### src/rtl/dwrr_pkg.sv
// Shared definitions for the DWRR arbiter and its ingress queues.
// Holds the default requestor count and word width plus the
// requestor-index width derivation used by both blocks.
package dwrr_pkg;

  localparam int unsigned NUM_REQS_DEF = 4;
  localparam int unsigned DWID_DEF     = 8;

  // Width of a requestor index; a single requestor still needs one bit.
  function automatic int unsigned idx_width(input int unsigned n);
    return (n > 1) ? $clog2(n) : 1;
  endfunction

endpackage

### src/rtl/dwrr_ingress_queues_if.sv
// Handshake bundle between the ingress queues and their environment.
//   push/push_data : per-queue write strobes and packed write data
//   blk/gnt        : dequeue block and arbiter grant
//   reqs/full      : per-queue request and full status
//   out_*          : registered popped word, its queue index, valid
//   err            : sticky error flag
// master = producer/arbiter side, slave = the queue block.
interface dwrr_ingress_queues_if
  import dwrr_pkg::*;
#(
  parameter int unsigned NUM_REQS = NUM_REQS_DEF,
  parameter int unsigned DWID     = DWID_DEF,
  parameter int unsigned CNTWID   = idx_width(NUM_REQS)
);
  logic [NUM_REQS-1:0]      push;
  logic [NUM_REQS*DWID-1:0] push_data;
  logic                     blk;
  logic [NUM_REQS-1:0]      gnt;
  logic [NUM_REQS-1:0]      reqs;
  logic [NUM_REQS-1:0]      full;
  logic                     out_valid;
  logic [DWID-1:0]          out_data;
  logic [CNTWID-1:0]        out_id;
  logic                     err;

  modport master (
    output push, push_data, blk, gnt,
    input  reqs, full, out_valid, out_data, out_id, err
  );

  modport slave (
    input  push, push_data, blk, gnt,
    output reqs, full, out_valid, out_data, out_id, err
  );
endinterface

### src/rtl/dwrr_ingress_queues_pkt_fifo.sv
// Single packet FIFO with registered storage.
//   clk, rst   : clock, synchronous active-high reset
//   push       : write strobe (ignored when full)
//   push_data  : word to write
//   pop        : read strobe (ignored when empty)
//   head_data  : word at the read pointer
//   empty/full : occupancy status from the registered count
//   ovf        : push attempted while full
module pkt_fifo #(
  parameter int unsigned DWID   = 8,
  parameter int unsigned DEPTH  = 4,
  parameter int unsigned PTRWID = $clog2(DEPTH)
) (
  input  logic            clk,
  input  logic            rst,
  input  logic            push,
  input  logic [DWID-1:0] push_data,
  input  logic            pop,
  output logic [DWID-1:0] head_data,
  output logic            empty,
  output logic            full,
  output logic            ovf
);

  localparam logic [PTRWID:0] FULL_CNT = (PTRWID+1)'(DEPTH);

  logic [DWID-1:0]   mem_q [DEPTH];
  logic [PTRWID-1:0] wr_ptr_q, wr_ptr_d;
  logic [PTRWID-1:0] rd_ptr_q, rd_ptr_d;
  logic [PTRWID:0]   count_q,  count_d;
  logic              wr_en, rd_en;

  assign empty = (count_q == '0);
  assign full  = (count_q == FULL_CNT);
  assign ovf   = push & full;

  // Acceptance depends only on registered fullness: a same-cycle pop
  // never makes room for a push.
  assign wr_en = push & ~full;
  assign rd_en = pop & ~empty;

  assign head_data = mem_q[rd_ptr_q];

  // Pointers wrap naturally since DEPTH is a power of two.
  always_comb begin
    wr_ptr_d = wr_ptr_q;
    rd_ptr_d = rd_ptr_q;
    count_d  = count_q;
    if (wr_en) wr_ptr_d = wr_ptr_q + PTRWID'(1);
    if (rd_en) rd_ptr_d = rd_ptr_q + PTRWID'(1);
    case ({wr_en, rd_en})
      2'b10:   count_d = count_q + (PTRWID+1)'(1);
      2'b01:   count_d = count_q - (PTRWID+1)'(1);
      default: count_d = count_q;
    endcase
  end

  always_ff @(posedge clk) begin
    if (rst) begin
      wr_ptr_q <= '0;
      rd_ptr_q <= '0;
      count_q  <= '0;
    end else begin
      wr_ptr_q <= wr_ptr_d;
      rd_ptr_q <= rd_ptr_d;
      count_q  <= count_d;
    end
  end

  // Storage is not reset; contents are only visible once written.
  always_ff @(posedge clk) begin
    if (!rst && wr_en) mem_q[wr_ptr_q] <= push_data;
  end

endmodule

### src/rtl/dwrr_ingress_queues.sv
// Per-requestor ingress buffering for the DWRR arbiter.
//   clk, rst : clock, synchronous active-high reset
//   bus      : slave side of dwrr_ingress_queues_if
//              (push/push_data/blk/gnt in; reqs/full/out_*/err out)
// Each queue presents a request while non-empty and not blocked; a
// valid one-hot grant pops the head, which appears on the registered
// output one cycle later together with the queue index.
module dwrr_ingress_queues
  import dwrr_pkg::*;
#(
  parameter int unsigned NUM_REQS = NUM_REQS_DEF,
  parameter int unsigned DWID     = DWID_DEF,
  parameter int unsigned DEPTH    = 4,
  parameter int unsigned PTRWID   = $clog2(DEPTH),
  parameter int unsigned CNTWID   = idx_width(NUM_REQS)
) (
  input  logic                  clk,
  input  logic                  rst,
  dwrr_ingress_queues_if.slave  bus
);

  logic [NUM_REQS-1:0] empty, full, ovf, pop, reqs;
  logic [DWID-1:0]     head [NUM_REQS];
  logic                multi_gnt, stray_gnt;

  logic [CNTWID-1:0]   pop_idx;
  logic [DWID-1:0]     pop_data;
  logic                pop_any;

  logic                out_valid_q, out_valid_d;
  logic [DWID-1:0]     out_data_q,  out_data_d;
  logic [CNTWID-1:0]   out_id_q,    out_id_d;
  logic                err_q,       err_d;

  for (genvar g = 0; g < NUM_REQS; g++) begin : g_q
    pkt_fifo #(
      .DWID   (DWID),
      .DEPTH  (DEPTH),
      .PTRWID (PTRWID)
    ) u_fifo (
      .clk       (clk),
      .rst       (rst),
      .push      (bus.push[g]),
      .push_data (bus.push_data[g*DWID +: DWID]),
      .pop       (pop[g]),
      .head_data (head[g]),
      .empty     (empty[g]),
      .full      (full[g]),
      .ovf       (ovf[g])
    );
  end

  // Requests come only from registered state and blk, never from gnt,
  // so no combinational loop closes through the arbiter.
  assign reqs = ~empty & {NUM_REQS{~bus.blk}};

  // gnt & (gnt-1) clears the lowest set bit; anything left means >1 bit.
  assign multi_gnt = |(bus.gnt & (bus.gnt - NUM_REQS'(1)));
  assign stray_gnt = |(bus.gnt & ~reqs);
  assign pop       = multi_gnt ? '0 : (bus.gnt & reqs);

  // pop is one-hot-or-zero here, so a plain scan is a clean encoder.
  always_comb begin
    pop_idx  = '0;
    pop_data = '0;
    pop_any  = |pop;
    for (int unsigned i = 0; i < NUM_REQS; i++) begin
      if (pop[i]) begin
        pop_idx  = CNTWID'(i);
        pop_data = head[i];
      end
    end
  end

  always_comb begin
    out_valid_d = pop_any;
    out_data_d  = out_data_q;
    out_id_d    = out_id_q;
    if (pop_any) begin
      out_data_d = pop_data;
      out_id_d   = pop_idx;
    end
    err_d = err_q | multi_gnt | stray_gnt | (|ovf);
  end

  always_ff @(posedge clk) begin
    if (rst) begin
      out_valid_q <= 1'b0;
      out_data_q  <= '0;
      out_id_q    <= '0;
      err_q       <= 1'b0;
    end else begin
      out_valid_q <= out_valid_d;
      out_data_q  <= out_data_d;
      out_id_q    <= out_id_d;
      err_q       <= err_d;
    end
  end

  assign bus.reqs      = reqs;
  assign bus.full      = full;
  assign bus.out_valid = out_valid_q;
  assign bus.out_data  = out_data_q;
  assign bus.out_id    = out_id_q;
  assign bus.err       = err_q;

endmodule

### src/flat_wrapper.sv
// flat-port wrapper written by rule: the top's interface ports become plain ports
module dwrr_ingress_queues_flat import dwrr_pkg::*;
#(
  parameter int unsigned NUM_REQS = NUM_REQS_DEF,
  parameter int unsigned DWID     = DWID_DEF,
  parameter int unsigned DEPTH    = 4,
  parameter int unsigned PTRWID   = $clog2(DEPTH),
  parameter int unsigned CNTWID   = idx_width(NUM_REQS)
)
  (clk, rst, bus_push, bus_push_data, bus_blk, bus_gnt, bus_reqs, bus_full, bus_out_valid, bus_out_data, bus_out_id, bus_err);
  dwrr_ingress_queues_if #(.NUM_REQS(NUM_REQS), .DWID(DWID), .CNTWID(CNTWID)) bus_i ();
  input  logic clk;
  input  logic rst;
  input wire logic [$bits(bus_i.push)-1:0] bus_push;
  input wire logic [$bits(bus_i.push_data)-1:0] bus_push_data;
  input wire logic [$bits(bus_i.blk)-1:0] bus_blk;
  input wire logic [$bits(bus_i.gnt)-1:0] bus_gnt;
  output wire logic [$bits(bus_i.reqs)-1:0] bus_reqs;
  output wire logic [$bits(bus_i.full)-1:0] bus_full;
  output wire logic [$bits(bus_i.out_valid)-1:0] bus_out_valid;
  output wire logic [$bits(bus_i.out_data)-1:0] bus_out_data;
  output wire logic [$bits(bus_i.out_id)-1:0] bus_out_id;
  output wire logic [$bits(bus_i.err)-1:0] bus_err;
  assign bus_i.push = bus_push;
  assign bus_i.push_data = bus_push_data;
  assign bus_i.blk = bus_blk;
  assign bus_i.gnt = bus_gnt;
  assign bus_reqs = bus_i.reqs;
  assign bus_full = bus_i.full;
  assign bus_out_valid = bus_i.out_valid;
  assign bus_out_data = bus_i.out_data;
  assign bus_out_id = bus_i.out_id;
  assign bus_err = bus_i.err;
  dwrr_ingress_queues #(.NUM_REQS(NUM_REQS), .DWID(DWID), .DEPTH(DEPTH), .PTRWID(PTRWID), .CNTWID(CNTWID)) u_core (.clk(clk), .rst(rst), .bus(bus_i));
endmodule
### config.mk
export PLATFORM = sky130hd
export DESIGN_NAME = dwrr_ingress_queues_flat
export DESIGN_NICKNAME = d
export VERILOG_FILES = /design/src/rtl/dwrr_pkg.sv /design/src/rtl/dwrr_ingress_queues_if.sv /design/src/rtl/dwrr_ingress_queues_pkt_fifo.sv /design/src/rtl/dwrr_ingress_queues.sv /design/src/flat_wrapper.sv
export SDC_FILE = /design/constraint.sdc
export NUM_CORES = 1
export LEC_CHECK = 0
export BUFFER_PORTS_ARGS = -buffer_cell sky130_fd_sc_hd__buf_4
export CELL_PAD_IN_SITES_DETAIL_PLACEMENT = 0
export CELL_PAD_IN_SITES_GLOBAL_PLACEMENT = 1
export CORE_MARGIN = 10
export CORE_UTILIZATION = 52
export CTS_CLUSTER_SIZE = 16
export DETAILED_ROUTE_END_ITERATION = 10
export PLACE_DENSITY = 0.83
export SYNTH_ARGS = -nofsm -noshare
export SYNTH_HDL_FRONTEND = slang
export SYNTH_HIERARCHICAL = 1
export SYNTH_SLANG_ARGS = --single-unit
### constraint.sdc
create_clock -name clk -period 6 [get_ports clk]
set_input_delay 0.9 -clock clk [delete_from_list [all_inputs] [get_ports clk]]
set_output_delay 0.9 -clock clk [all_outputs]
set_load 0.005 [all_outputs]
==> metrics.txt, run 1 <==
status finished, final reports clean; FP Rows 43; number of max-slew violations in the final report 0; drt wl/cell 20.40 um; WHS 0.4986 ns; top cell type's share of synthesized area 52.38%; leading area contributor after synthesis edfxtp_1; DIE HEIGHT 138.8 um; DP Wirelength 11070 um; 1st-iter DRT viols 387; H-tree depth 4; Slew headroom 46.68%; clk buf depth 2; R2R depth 12; mux share of post-synthesis cell area 10.37%; number of global-route vias before repair 4239; top cells by area, synth edfxtp_1 52%, dfxtp_1 13%, mux4_2 9.8%; syn nets 539; area of the multi-input gates 2295 sq um; Clock Tree Root clkbuf_16; pre-CTS WS 2.497 ns; cell area power density 301.5 nW/um^2; leakage power 0.003089 uW; flops & latches, synth 176; Compound-Gate Fraction of Synth Area 5.848%; Pre-antenna DRT Iters 5; MaxCap Viol Count 0; simple-gate area share of the yosys netlist 8.986%; final WL 15100 um; TritonCTS Buffers 17; Final WS setup 2.871 ns; Crit. End Element flip-flop; crit path time final 3.129 ns; xor/xnor share of the synthesized area 1.432%; gr usage total 15.84%; hold crit path type reg2reg; period utilization 52.15%; Critical Path Slowest Stage Cell or4b_4; first-pass GRT wire length 23750 um; worst-margin pin slew 0.7963 ns; Post-Syn Area per Cell 15.55 sq um; Starting Density 53.07%; Adder-Cell Fraction of Synth Area 4.638%; hold path cells 2; GPL Wtd Cong 0.8089; Vias per Instance 5.569; CORE AREA 13830 sq um; pin count of the biggest net entering global routing 59; GRT Residual Overflow 0; # clock sinks 176; Setup CP Type in2reg; total number of vias 4121; Clk Latency, worst-skew pair 0.42 ns; Final Skew 0.006688 ns; critical path peak fanout 7; final setup violation count 0; RSZ-0062 raised after global routing false; Critical Path Max Stage Delay 0.53 ns; number of synthesized flops with an enable pin 128; Max VDD drop 267.9 uV; Fill cells 979; Distinct cells, synth 45; Levels on crit path 12; TritonCTS clock tree built; Die Wd 138.8 um; Fin. Hold Viols 0; post-cts gate resize count 0; # diodes 0; crit path DAT 3.46 ns; post-CTS setup buffer count 0; worst path cell trace buf_4 -> or4b_4 -> or2_1 -> inv_1 -> o31ai_1 -> inv_1 -> ha_1 -> inv_1 -> fa_1 -> xor2_1 -> or3_1 -> a21oi_1; Layout area overhead 17.39%; sequential fraction of the synthesis area 65.47%; Reg clk slew, reported paths 0.06 ns; total area of sequential cells 4805 sq um; I/O Pins 63; Synth Warn # 6; fmax 319.6 MHz; Worst EP required 6.33 ns; die area 19260 sq um; layout net count 614; PortBufs 62; most numerous cell on the critical path inv_1; hold buffer count at CTS 0; cells after synthesis 472; setup_tns 0 ns; layout cell share with drive strength beyond 1 26.79%; Setup crit start kind primary input; Routed Antenna Nets 0; Crit path max-delay family simple AND/OR/NAND/NOR gates; largest family of logic cells by synthesized area multiplexers; DRC violations left 0; initial antenna violation count 0; Post-synth top flop edfxtp_1; mapped cell area 7338 sq um; Async SR Flop Fraction 0%; WP buf/inv 4
through the flow:
| step | area (sq um) | util, % | power [uW] | cells |
|---|---|---|---|---|
| 3_5_place_dp | 8023 | 58.02 | 1554 | 708 |
| 4_1_cts | 8615 | 62.30 | 2622 | 740 |
| 5_1_grt | 8615 | 62.30 | 2698 | 740 |
| 2_1_floorplan | 7338 | - | 1472 | 472 |
| 3_3_place_gp | 8023 | 58.02 | 1545 | 708 |
| 6_report | 8615 | 62.30 | 2597 | 740 |
power breakdown:
part	switching [uW]	total [uW]	internal [uW]
clock	441	1070	630
combinational	90.0	164	73.6
sequential	22.6	1360	1340
cells in the mapped netlist (6+ instances only):
| library cell | count |
|---|---|
| a21oi_1 | 17 |
| a22o_1 | 6 |
| dfxtp_1 | 48 |
| edfxtp_1 | 128 |
| ha_1 | 20 |
| inv_1 | 32 |
| mux4_2 | 32 |
| nand2_1 | 6 |
| nand2b_1 | 12 |
| nor2_1 | 26 |
| nor3_1 | 7 |
| nor3b_1 | 14 |
| nor3b_2 | 6 |
| o21ai_0 | 18 |
| or3_1 | 12 |
| xor2_1 | 12 |
registers in the layout, indices dropped and copies added, names as in the netlist, named ones only:
register,flops
u_core/g_q.u_fifo/count_q,12
u_core/g_q.u_fifo/wr_ptr_q,8
u_core/bus.err,1
u_core/g_q.u_fifo/mem_q,128
u_core/g_q.u_fifo/rd_ptr_q,8
u_core/bus.out_data,8
u_core/bus.out_id,2
u_core/bus.out_valid,1
layer usage:
| layer | vias up | GRT usage, % | wire length, um | share of wire [%] |
|---|---|---|---|---|
| met3 | 12 | 5.274 | 1122 | 7.4 |
| met4 | 0 | 4.942 | 227 | 1.5 |
| met2 | 119 | 25.18 | 7538 | 50 |
| met1 | 2047 | 20.05 | 6208 | 41 |
| li1 | 1943 | - | - | - |
| met5 | - | 0 | 0 | 0 |
tightest hold or removal path, cell delays in order (launching register included):
cell,delay (ns)
dfxtp_1,0.30
o21ai_0,0.06
a21oi_1,0.08
worst paths after layout:
check / start / end / slack [ns]
worst max-delay path: bus_gnt[3] / u_core/g_q[2].u_fifo/count_q[2] / 2.87
worst min-delay path: u_core/g_q[2].u_fifo/rd_ptr_q[1] / flip-flop / 0.50
worst max register to register: u_core/g_q[2].u_fifo/count_q[0] / u_core/g_q[2].u_fifo/count_q[2] / 2.94
worst min register to register: u_core/g_q[2].u_fifo/rd_ptr_q[1] / flip-flop / 0.50
cell type report:
type,instances,share of cell area [%]
timing repair buffer,76,6.623
clock buffer,20,5.679
clock inverter,12,1.191
multi-input combinational,242,26.64
tap,180,2.614
sequential,176,55.77
inverter,34,1.481
cells by family after synthesis:
| logic type | after synthesis |
|---|---|
| mux | 36 |
| buf+inv | 54 |
| compound gates | 63 |
| xor+xnor | 12 |
| fa+ha+maj | 25 |
| simple gates | 106 |
| flops | 176 |
placed cells by master, fill, tap and decap left out, types with 4 or more instances in the layout:
cell type	netlist	routed
a21oi_1	17	17
a221o_1	5	5
a22o_1	6	6
and2_1	4	4
buf_4	4	76
clkbuf_16	0	19
clkinv_2	0	5
clkinvlp_4	0	4
dfxtp_1	48	48
edfxtp_1	128	128
fa_1	4	4
ha_1	20	20
inv_1	32	32
mux2i_1	4	4
mux4_2	32	32
nand2_1	6	6
nand2b_1	12	12
nand3_1	4	4
nor2_1	26	26
nor3_1	7	7
nor3b_1	14	14
nor3b_2	6	6
o21ai_0	18	18
o221a_1	5	5
o31ai_1	4	4
or3_1	12	12
xor2_1	12	12
(Power assumes the default switching activity.)
==> run 2: changes to the inputs <==
ABC_AREA = 1   (was not set)
CORE_UTILIZATION = 43   (was 52)
PLACE_DENSITY = 0.77   (was 0.83)
clock period = 2.7 ns   (was 6 ns; I/O delays follow)
==> run 2 against run 1 <==
  * Cell area grew 6.3%
  * Global-route usage shrank 0.90 points
  * Sequential share of layout area shrank 3.3 points
  * Die area grew 24%
  * Total power grew 130%
  * Critical path type is now reg2reg
  * Critical endpoint is now u_core/g_q[3].u_fifo/count_q[2]
==> metrics.txt, run 2 <==
most common cell after layout, fill and taps aside edfxtp_1; TritonCTS clock tree built; die area 23830 sq um (+24%); clk buf depth 2 (unchanged); Post-Syn Area per Cell 10.32 sq um (-34%); DIE HEIGHT 154.4 um (+11%); most frequent cells in the layout 128 x edfxtp_1, 123 x nor2_1, 99 x inv_1; Post-synth top flop edfxtp_1; flops & latches, synth 176 (unchanged); FF-to-FF Start u_core/g_q[3].u_fifo/count_q[2]; DRC violations left 0 (unchanged); crit path DAT 2.71 ns (-0.75 ns); H-tree depth 4 (unchanged); Routed Antenna Nets 0 (unchanged); Critical Path Slowest Stage Cell fa_1; crit path time final 2.390 ns; leakage power 0.003721 uW (+20%); Met2 Routed Length 8439 um (+12%); Pre-antenna DRT Iters 4 (-1); Reg clk slew, reported paths 0.07 ns (about the same); pin count of the biggest net entering global routing 19 (-68%); layout cell share with drive strength beyond 1 21.05% (-5.7 points); sequential fraction of the synthesis area 61.90% (-3.6 points); final WL 17290 um (+15%); top cell type's share of synthesized area 49.52% (-2.9 points); Crit path max-delay family simple AND/OR/NAND/NOR gates; Clock Tree Root clkbuf_16; clock share of power 39.6% (-1.6 points); Clk Latency, worst-skew pair 0.43 ns (about the same); hold buffer count at CTS 0 (unchanged); Async SR Flop Fraction 0% (unchanged); WP buf/inv 7 (+3); cell area power density 643.7 nW/um^2 (+110%); most numerous cell on the critical path inv_1; Sw Ratio 25.14% (+3.8 points); wl on met1 7630 um (+23%); worst path cell trace inv_1 -> nand2_2 -> inv_1 -> inv_1 -> nand2_2 -> nor2_4 -> nand2_1 -> inv_2 -> nand2_1 -> inv_1 -> ha_1 -> inv_1 -> fa_1 -> inv_1 -> nand2_1 -> nand3_1 -> nand2_1 -> nand2_1 -> nor2_1; Vias per Instance 4.994 (-10%); routed wl met3 960 um (-14%); Critical Path Max Stage Delay 0.39 ns (-0.14 ns); number of max-slew violations in the final report 0 (unchanged); total number of vias 5439 (+32%); initial antenna violation count 0 (unchanged); drt wl/cell 15.88 um (-22%); hold crit path type in2reg; Internal 4414 uW (+120%); Top Registers u_core/g_q.u_fifo/mem_q (128), u_core/g_q.u_fifo/count_q (12); Hold EP u_core/g_q[2].u_fifo/mem_q[1][3]; DP Wirelength 12810 um (+16%); CORE AREA 17840 sq um (+29%); mapped cell area 7762 sq um (+5.8%); # placed instances 1057 (+49%); Slew headroom 70.17% (+23 points); hold_sp bus_push_data[19]; cell with the most instances after synthesis edfxtp_1; Psw 1482 uW (+170%); RSZ-0062 raised after global routing false; syn nets 819 (+52%); TritonCTS Buffers 17 (unchanged); Final Skew 0.008473 ns (+0.001786 ns); fin cells 1089 (+47%); PortBufs 62 (unchanged); Distinct cells, synth 25 (-44%); 1st-iter DRT viols 306 (-21%); FP Rows 49 (+14%); # clock sinks 176 (unchanged); # diodes 0 (unchanged); most instantiated cells after synthesis 128 x edfxtp_1, 123 x nor2_1, 99 x inv_1; Die Wd 154.4 um (+11%); R2R Path End u_core/g_q[3].u_fifo/count_q[2]; hold path cells 1 (-1); fmax 418.4 MHz; post-cts gate resize count 0 (unchanged); leading area contributor after synthesis edfxtp_1; I/O Pins 63 (unchanged); Synth Warn # 6 (unchanged); layout net count 914 (+49%); Comb power frac 8.8% (+2.5 points); Top reg by flops u_core/g_q.u_fifo/mem_q; R2R setup slack 0.31 ns (-2.63 ns); number of global-route vias before repair 5646 (+33%); Setup CP Type reg2reg; Starting Density 43.51% (-9.6 points); Worst EP required 3.02 ns (-3.31 ns); worst-margin pin slew 0.4468 ns (-0.3495 ns); max reg flops 128 (unchanged); status finished, final reports clean; Setup crit start kind flip-flop; MaxCap Viol Count 0 (unchanged); Fin. Hold Viols 0 (unchanged); post-CTS setup buffer count 0 (unchanged); final setup violation count 0 (unchanged); critical path peak fanout 9 (+2); GRT Residual Overflow 0 (unchanged); Top Layer Used met4; number of synthesized flops with an enable pin 128 (unchanged); cells after synthesis 752 (+59%); R2R depth 19 (+7); Layout area overhead 18.00%; first-pass GRT wire length 28320 um (+19%); Max VDD drop 411.0 uV (+53%); top cells by area, synth edfxtp_1 50%, dfxtp_1 12%, nor2_1 5.9%; GPL Wtd Cong 0.7998 (-1.1%); setup_tns 0 ns (unchanged); Crit. End Element flip-flop; Seq pwr share 51.6% (-0.9 points); gr usage total 14.94% (-0.90 points); period utilization 88.52%
[run 2: worst max-delay path by stage]
stage	to	from	slack, ns	cells past startpoint
after floorplan	u_core/g_q[1].u_fifo/count_q[2]	u_core/g_q[1].u_fifo/count_q[2]	0.52	17
after global placement	u_core/g_q[1].u_fifo/count_q[2]	bus_gnt[0]	0.38	17
after detailed placement	u_core/g_q[3].u_fifo/count_q[2]	bus_gnt[0]	0.29	17
after CTS	u_core/g_q[3].u_fifo/count_q[2]	u_core/g_q[3].u_fifo/count_q[2]	0.31	19
after global routing	u_core/g_q[3].u_fifo/count_q[2]	u_core/g_q[3].u_fifo/count_q[1]	0.10	19
final	u_core/g_q[3].u_fifo/count_q[2]	u_core/g_q[3].u_fifo/count_q[2]	0.31	19
[run 2: cell families (layout without fill, tap and decap cells)]
family,after synthesis,in the layout,share of synthesized area [%]
flops,176,176,61.90
simple gates,297,297,17.12
compound gates,134,134,9.865
buf+inv,121,229,6.867
fa+ha+maj,24,24,4.255
[run 2: area by class of cell]
type                            count  area [sq um]
Multi-Input combinational cell    455          2425
Sequential cell                   176          4805
Inverter                          109         409.1
Clock buffer                       17         425.4
Clock inverter                     15         148.9
Fill cell                        1620          8681
Timing Repair Buffer               88         660.6
Tap cell                          229         286.5
[run 2: metrics by stage]
step           power, uW  utilization (%)  area [sq um]  hold WS, ns  setup slack [ns]
2_1_floorplan       3399                -          7762       0.4416            0.5168
3_3_place_gp        3605            48.12          8586       0.4748            0.3778
3_5_place_dp        3625            48.12          8586       0.4799            0.2898
4_1_cts             5952            51.34          9160       0.1526            0.3133
5_1_grt             6165            51.34          9160       0.1493            0.1032
6_report            5896            51.34          9160       0.1681            0.3101
[run 2: worst register-to-register path, delay by kind of cell (launching register included)]
family,cells,cell delay (ns)
simple gates,10,0.87
fa+ha+maj,2,0.56
buf+inv,7,0.51
flops,1,0.35
[run 2: layer usage]
metal  vias to the layer above  global-route usage, %
li1                       2728                      -
met4                         0                  4.903
met3                        18                  3.882
met5                         -                      0
met1                      2596                  18.77
met2                        97                  24.51
[run 2: power groups by stage]
stage / Combinational, uW / Sequential (uW) / Clock [uW]
after floorplan: 309 / 3090 / 0
after global routing: 590 / 3050 / 2520
after CTS: 524 / 3040 / 2380
after detailed placement: 522 / 3100 / 0
final: 517 / 3040 / 2340
after global placement: 505 / 3100 / 0
==> run 3: changes to the inputs <==
ABC_AREA = not set   (was 1)
CORE_UTILIZATION = 45   (was 43)
CTS_CLUSTER_DIAMETER = 80   (was not set)
PLACE_DENSITY = 0.76   (was 0.77)
RECOVER_POWER = 50   (was not set)
==> run 3 against run 2 <==
  * Sequential share of layout area up 2.2 points
  * Worst setup slack got worse by 0.20 ns
  * Clock-buffer cell count grew 1
  * Die area shrank 8.4%
  * Register-to-register slack got worse by 0.20 ns
  * Final cell count shrank 26%
  * First-iteration DRC count decreased by 8.8%
  * Via count down 20%
  * Global-route usage is 0.52 points lower
  * Highest routed layer unchanged
==> metrics.txt, run 3 (same netlist as run 1, synthesis figures left out) <==
status finished, final reports clean; CORE AREA 15940 sq um (-11%); first-pass GRT wire length 24200 um (-15%); hold buffer count at CTS 0 (unchanged); # clock sinks 176 (unchanged); DP Wirelength 11000 um (-14%); cell area power density 678.1 nW/um^2 (+5.4%); Clk Latency, worst-skew pair 0.43 ns (about the same); total number of vias 4342 (-20%); crit path to u_core/g_q[2].u_fifo/count_q[2]; crit path time final 2.586 ns (+0.1963 ns); drt wl/cell 19.07 um (+20%); H-tree depth 4 (unchanged); Top Registers u_core/g_q.u_fifo/mem_q (128), u_core/g_q.u_fifo/count_q (12); Fin. Hold Viols 0 (unchanged); Pre-antenna DRT Iters 4 (unchanged); Critical path origin u_core/g_q[2].u_fifo/count_q[2]; number of max-slew violations in the final report 0 (unchanged); Setup CP Type reg2reg; hold crit path type in2reg; Layout area overhead 19.69%; GPL Wtd Cong 0.7311 (-8.6%); period utilization 95.79% (+7.3 points); final setup violation count 0 (unchanged); TritonCTS Buffers 17 (unchanged); gr usage total 14.42% (-0.52 points); most common cell after layout, fill and taps aside edfxtp_1; Reg clk slew, reported paths 0.06 ns (about the same); MaxCap Viol Count 0 (unchanged); Top reg by flops u_core/g_q.u_fifo/mem_q; critical path peak fanout 3 (-6); Final Skew 0.01486 ns (+0.006384 ns); number of global-route vias before repair 4480 (-21%); TritonCTS clock tree built; R2R Path End u_core/g_q[2].u_fifo/count_q[2]; Routed Antenna Nets 0 (unchanged); Crit. End Element flip-flop; Fill cells 1293 (-20%); RSZ-0062 raised after global routing false; Clock Tree Root clkbuf_16; GRT Residual Overflow 0 (unchanged); Vias per Instance 5.394 (+8.0%); post-cts gate resize count 0 (unchanged); DIE HEIGHT 147.7 um (-4.3%); worst-margin pin slew 0.7472 ns (+0.3004 ns); initial antenna violation count 0 (unchanged); die area 21820 sq um (-8.4%); Pwr Total 5956 uW (+1.0%); post-CTS setup buffer count 0 (unchanged); DP Area 8304 sq um (-3.3%); # diodes 0 (unchanged); Slew headroom 49.97% (-20 points); fmax 386.7 MHz (-7.6%); layout cell share with drive strength beyond 1 24.62% (+3.6 points); I/O Pins 63 (unchanged); Max VDD drop 587.5 uV (+43%); FF-to-FF Start u_core/g_q[2].u_fifo/count_q[2]; PortBufs 62 (unchanged); crit path DAT 2.94 ns (+0.23 ns); most frequent cells in the layout 128 x edfxtp_1, 59 x buf_4, 48 x dfxtp_1; max reg flops 128 (unchanged); DRC violations left 0 (unchanged); layout net count 643 (-30%); leakage power 0.003089 uW (-17%); Die Wd 147.7 um (-4.3%); final WL 15360 um (-11%); pin count of the biggest net entering global routing 39 (+20); Worst EP required 3.06 ns (+0.04 ns); Starting Density 46.03% (+2.5 points); Setup crit start kind flip-flop; clk buf depth 2 (unchanged); R2R setup slack 0.11 ns (-0.20 ns); FP Rows 46 (-6.1%); 1st-iter DRT viols 279 (-8.8%); Finished Cell Area 8783 sq um (-4.1%); R2R depth 12 (-7)
## run 3: worst max-delay path, cell delays in order, from the launching register on
cell	delay [ns]
dfxtp_1	0.35
nor3_1	0.08
or4b_4	0.49
or2_1	0.29
inv_4	0.07
o31ai_2	0.06
inv_1	0.06
ha_2	0.17
inv_1	0.05
fa_2	0.33
xor2_1	0.15
or3_1	0.30
a21oi_1	0.13
## run 3: how the worst min path moves through the flow
| stage | depth (start not counted) | slack (ns) | startpoint | to |
|---|---|---|---|---|
| after CTS | 1 | 0.16 | bus_push_data[16] | u_core/g_q[2].u_fifo/mem_q[2][0] |
| final | 1 | 0.24 | bus_push_data[24] | u_core/g_q[3].u_fifo/mem_q[0][0] |
| after global routing | 1 | 0.24 | bus_push_data[4] | u_core/g_q[0].u_fifo/mem_q[3][4] |
| after detailed placement | 1 | 0.45 | u_core/bus.out_data[1] | u_core/bus.out_data[1] |
| after global placement | 1 | 0.46 | u_core/bus.out_data[1] | u_core/bus.out_data[1] |
| after floorplan | 1 | 0.46 | u_core/bus.out_data[1] | u_core/bus.out_data[1] |
## run 3: layer usage
| layer | part of all wire (%) | vias up | track usage [%] | wire length, um |
|---|---|---|---|---|
| li1 | - | 2008 | - | - |
| met1 | 42 | 2198 | 17.38 | 6507 |
| met2 | 49 | 118 | 23.74 | 7546 |
| met3 | 6.8 | 18 | 4.884 | 1042 |
| met4 | 1.7 | 0 | 4.856 | 259 |
| met5 | 0 | - | 0 | 0 |
## run 3: layout make-up
cell class | count | area [sq um] | area share (%)
flip-flops and latches | 176 | 4805 | 54.70
multi-input cells | 242 | 2306 | 26.25
clock buffers | 18 | 429.2 | 4.886
repair buffers | 105 | 653.1 | 7.436
inverters | 34 | 130.1 | 1.481
well taps | 216 | 270.3 | 3.077
clock inverters | 14 | 190.2 | 2.165
## run 3: stage by stage
stage,util (%),TNS [ns],hold WS (ns),setup WS (ns),cells
CTS,55.97,0,0.1601,0.09521,805
detailed placement,52.09,-0.04518,0.4549,-0.04518,773
global placement,52.09,0,0.4573,0.02324,773
finish,55.09,0,0.2400,0.1138,805
floorplan,-,-0.02200,0.4558,-0.02200,472
global route,55.09,0,0.2450,0.002448,805
## run 3: power breakdown
part	internal, uW	leakage (uW)	switching, uW
sequential	2980	0.00155	44.5
combinational	169	0.00125	213
clock	1550	0.000290	1010
